==> src/rtl/receive_fsm.sv <==
// Operand-assembly stage: groups every four accepted read words into one
// operation (A, B, and a double-width C built from the 3rd and 4th words).
module receive_fsm #(
    parameter int DATA_W   = 20,
    parameter int W_DATA_W = 2 * DATA_W
) (
    input  logic                clk,
    input  logic                arst_ni,
    input  logic                rd_data_valid_i,
    input  logic [DATA_W-1:0]   rd_data_i,
    output logic [DATA_W-1:0]   operand_a_o,
    output logic [DATA_W-1:0]   operand_b_o,
    output logic [W_DATA_W-1:0] operand_c_o,
    output logic                operation_valid_o
);

    typedef enum logic [1:0] {
        GET_A    = 2'd0,
        GET_B    = 2'd1,
        GET_C_LO = 2'd2,
        GET_C_HI = 2'd3
    } state_t;

    state_t            state;
    logic [DATA_W-1:0] stage_a;
    logic [DATA_W-1:0] stage_b;
    logic [DATA_W-1:0] stage_c_lo;

    // Staging registers absorb the first three words so the visible operand
    // set only ever changes, all at once, on the edge that takes the 4th word.
    always_ff @(posedge clk or negedge arst_ni) begin
        if (!arst_ni) begin
            state             <= GET_A;
            stage_a           <= '0;
            stage_b           <= '0;
            stage_c_lo        <= '0;
            operand_a_o       <= '0;
            operand_b_o       <= '0;
            operand_c_o       <= '0;
            operation_valid_o <= 1'b0;
        end else begin
            operation_valid_o <= 1'b0;
            if (rd_data_valid_i) begin
                case (state)
                    GET_A: begin
                        stage_a <= rd_data_i;
                        state   <= GET_B;
                    end
                    GET_B: begin
                        stage_b <= rd_data_i;
                        state   <= GET_C_LO;
                    end
                    GET_C_LO: begin
                        stage_c_lo <= rd_data_i;
                        state      <= GET_C_HI;
                    end
                    GET_C_HI: begin
                        operand_a_o       <= stage_a;
                        operand_b_o       <= stage_b;
                        operand_c_o       <= {rd_data_i, stage_c_lo};
                        operation_valid_o <= 1'b1;
                        state             <= GET_A;
                    end
                    default: state <= GET_A;
                endcase
            end
        end
    end

endmodule

==> config.mk <==
export PLATFORM = sky130hd
export DESIGN_NAME = receive_fsm
export DESIGN_NICKNAME = d
export VERILOG_FILES = /design/src/rtl/receive_fsm.sv
export SDC_FILE = /design/constraint.sdc
export NUM_CORES = 1
export LEC_CHECK = 0
export BUFFER_PORTS_ARGS = -buffer_cell sky130_fd_sc_hd__buf_2
export CORE_AREA = 2 2 108 110
export DETAILED_ROUTE_END_ITERATION = 8
export DIE_AREA = 0 0 110 112
export HOLD_SLACK_MARGIN = 0.02
export PLACE_DENSITY_LB_ADDON = 0.05
export SLEW_MARGIN = 40
export SYNTH_ARGS = -nofsm -noshare
export SYNTH_HDL_FRONTEND = slang
export SYNTH_SLANG_ARGS = --single-unit
export TNS_END_PERCENT = 5
==> constraint.sdc <==
create_clock -name clk -period 1.4 [get_ports clk]
set_input_delay 0.14 -clock clk [delete_from_list [all_inputs] [get_ports clk]]
set_output_delay 0.14 -clock clk [all_outputs]
set_load 0.01 [all_outputs]
==> results.sh <==
export IMPL_status="complete, but fails checks"
export IMPL_violations="setup timing"
export IMPL_globalplace_congestion=0.706
export IMPL_layout_cells_non_filler=627
export IMPL_ioPinCount=104
export IMPL_synth_seq_cells=143
export IMPL_die_area_mm2=0.0123
export IMPL_track_usage=0.186
export IMPL_arrival_ns=1.72
export IMPL_post_dp_cell_area_mm2=0.00623
export IMPL_hp_class="in2reg"
export IMPL_synth_nets=341
export IMPL_finalHoldViolCount=0
export IMPL_firstDrtPassIters=3
export IMPL_met3_length_um=434
export IMPL_fin_crit_sh=1.02
export IMPL_cts_sinks=143
export IMPL_end_kind="register"
export IMPL_ys_types=10
export IMPL_grt_pass1_vias=3332
export IMPL_clock_skew_ns=0.00733
export IMPL_wl_met1_um=4820
export IMPL_power_frac_clock=0.252
export IMPL_slew_headroom=0.718
export IMPL_syn_to_final_growth_pct=34.4
export IMPL_final_area_mm2=0.00723
export IMPL_slew_viol_final=0
export IMPL_max_freq_mhz=701
export IMPL_numCtsBuffers=17
export IMPL_grt_pass1_wl_um=17200
export IMPL_tightest_slew_ns=0.423
export IMPL_path_clk_slew_ns=0.06
export IMPL_powerDensity_mw_per_mm2=2400
export IMPL_synth_avg_cell_area_um2=17.2
export IMPL_pre_cts_ws_ns=-0.0487
export IMPL_via_count=3126
export IMPL_syn_inst=313
export IMPL_finish_utilization=0.647
export IMPL_share_seq_of_total_power=0.418
export IMPL_io_buffers=103
export IMPL_finalPower_w=0.0174
export IMPL_cts_tree="done"
export IMPL_required_ns=1.70
export IMPL_layout_setup_ws_ns=-0.0270
export IMPL_p_leak_nw=3.38
export IMPL_dp_hpwl_um=6860
export IMPL_drtAntennaViolNets=0
export IMPL_antenna_found_initial=0
export IMPL_grt_max_degree=43
export IMPL_start_util=0.482
export IMPL_n_antenna_cell=0
export IMPL_worstSkewPairLatency_ns=0.41
export IMPL_p_int_w=0.0124
export IMPL_drive_above_1_share=0.647
export IMPL_syn_area_mm2=0.00538
export IMPL_drc=0
export IMPL_die_x_um=110
export IMPL_grt_overflow=0
export IMPL_p_sw_frac=0.289
export IMPL_vdd_drop_max_mv=1.03
export IMPL_wl_met2_um=5340
export IMPL_fin_crit_ns=1.43
export IMPL_core_area_mm2=0.0112
export IMPL_rsz0062_at_grt="yes"
export IMPL_ys_warn_count=0
export IMPL_clockRootBuffer="clkbuf_16"
export IMPL_cap_violations=0
export IMPL_dieHeight_um=112
export IMPL_path_class="reg2reg"
export IMPL_wl_um=10800
export IMPL_clockBufferDepth=2
export IMPL_cp_max_fo=8
export IMPL_drtIter0Drc=92
export IMPL_combPwrFrac=0.329
export IMPL_row_count=39
export IMPL_synth_seq_area_share=0.665
export IMPL_drt_wirelength_per_cell_um=17.2
export IMPL_finalSetupViolCount=64
export IMPL_htree_levels=4
export IMPL_nets=499
export IMPL_switchingPower_w=0.00502
export IMPL_vias_per_cell=4.99
export IMPL_dp_cells=566
export IMPL_ff2ff_setup_slack_ns=-0.03
export IMPL_cp_start_kind="register"
export IMPL_routed_top_layer="met4"
==> worst max-delay path, stage by stage (launching register included) <==
cell     delay [ns]
dfrtp_1        0.39
inv_2          0.06
ha_2           0.20
nand2_4        0.08
buf_4          0.12
buf_12         0.12
mux2_2         0.33
==> synthesized netlist by cell type, drive strengths merged <==
library cell	count	area, µm²
buf	14	114
nand2	5	21.3
inv	3	13.8
ha	5	62.6
dfrtp	143	3580
o21ai	3	15.0
mux2	140	1580
==> sequential cells by signal (all words and copies together) (netlist names) <==
register / cells
stage_b: 20
operand_b_o: 20
state: 2
stage_a: 20
stage_c_lo: 20
operand_c_o: 40
operand_a_o: 20
operation_valid_o: 1
==> path summary, 6_finish.rpt <==
check,start,to,cells after the start
worst max-delay path,state[0],stage_c_lo[0],6
worst min-delay path,rd_data_i[16],stage_a[16],2
worst max register to register,state[0],stage_c_lo[0],6
worst min register to register,stage_a[8],stage_a[8],1
max in group asynchronous,arst_ni,stage_b[13],3
min in group asynchronous,arst_ni,operand_b_o[11],2
==> layout make-up <==
cell class / count / area, µm²
Inverter: 3 / 23.8
Timing Repair Buffer: 152 / 1160
Clock buffer: 22 / 474
Tap cell: 143 / 179
Timing Repair inverter: 1 / 8.76
Fill cell: 835 / 3940
Clock inverter: 10 / 111
Multi-Input combinational cell: 153 / 1700
Sequential cell: 143 / 3580
==> per-stage QoR <==
stage	hold slack, ns	setup TNS, ns
after floorplan	-0.156	0
after global placement	0.0944	-0.112
after detailed placement	0.0973	-1.39
after CTS	0.0217	-1.68
after global routing	0.0333	-6.95
final	0.0382	-0.643
==> cells by family after synthesis <==
| kind of cell | share of synthesized area |
|---|---|
| flops | 0.665 |
| fa+ha+maj | 0.0116 |
| mux | 0.293 |
| simple gates | 0.00395 |
| compound gates | 0.00279 |
| buf+inv | 0.0237 |
==> power by group through the flow <==
stage / sequential [W] / combinational (W) / clock [W]
5_1_grt: 0.00754 / 0.00621 / 0.00468
2_1_floorplan: 0.00768 / 0.00279 / 0
6_report: 0.00727 / 0.00572 / 0.00438
4_1_cts: 0.00729 / 0.00560 / 0.00449
3_5_place_dp: 0.00733 / 0.00539 / 0
3_3_place_gp: 0.00724 / 0.00526 / 0
==> metal layers <==
metal,vias up,global-route usage
li1,1424,-
met1,1614,0.243
met2,71,0.290
met3,17,0.0509
met4,0,0.0844
met5,-,0
==> cells in the final DEF, fill, tap and decap left out <==
master / count
clkbuf_16: 20
inv_2: 2
mux2_4: 1
nand2_2: 2
buf_4: 9
clkinv_4: 1
buf_16: 1
buf_8: 1
clkinv_8: 1
ha_1: 3
buf_2: 102
dfrtp_1: 143
ha_2: 2
nand2_1: 1
bufinv_16: 2
mux2_2: 139
buf_6: 8
o21ai_0: 3
clkinv_2: 4
inv_6: 1
nand2_4: 2
buf_12: 9
clkinvlp_4: 3
clkbuf_1: 2
dlygate4sd3_1: 19
clkbuf_8: 3
==> timing repair <==
item | 4_1_cts | 5_1_grt
cloned | 1 | 6
pin swaps | 1 | 0
hold buffers | 19 | 0
setup endpoints to repair | 91 | 138
hold endpoints to repair | 111 | 0
resized for setup | 11 | 14
buffers inserted | 2 | 1
Note: power is estimated with default switching activity, not from simulation.
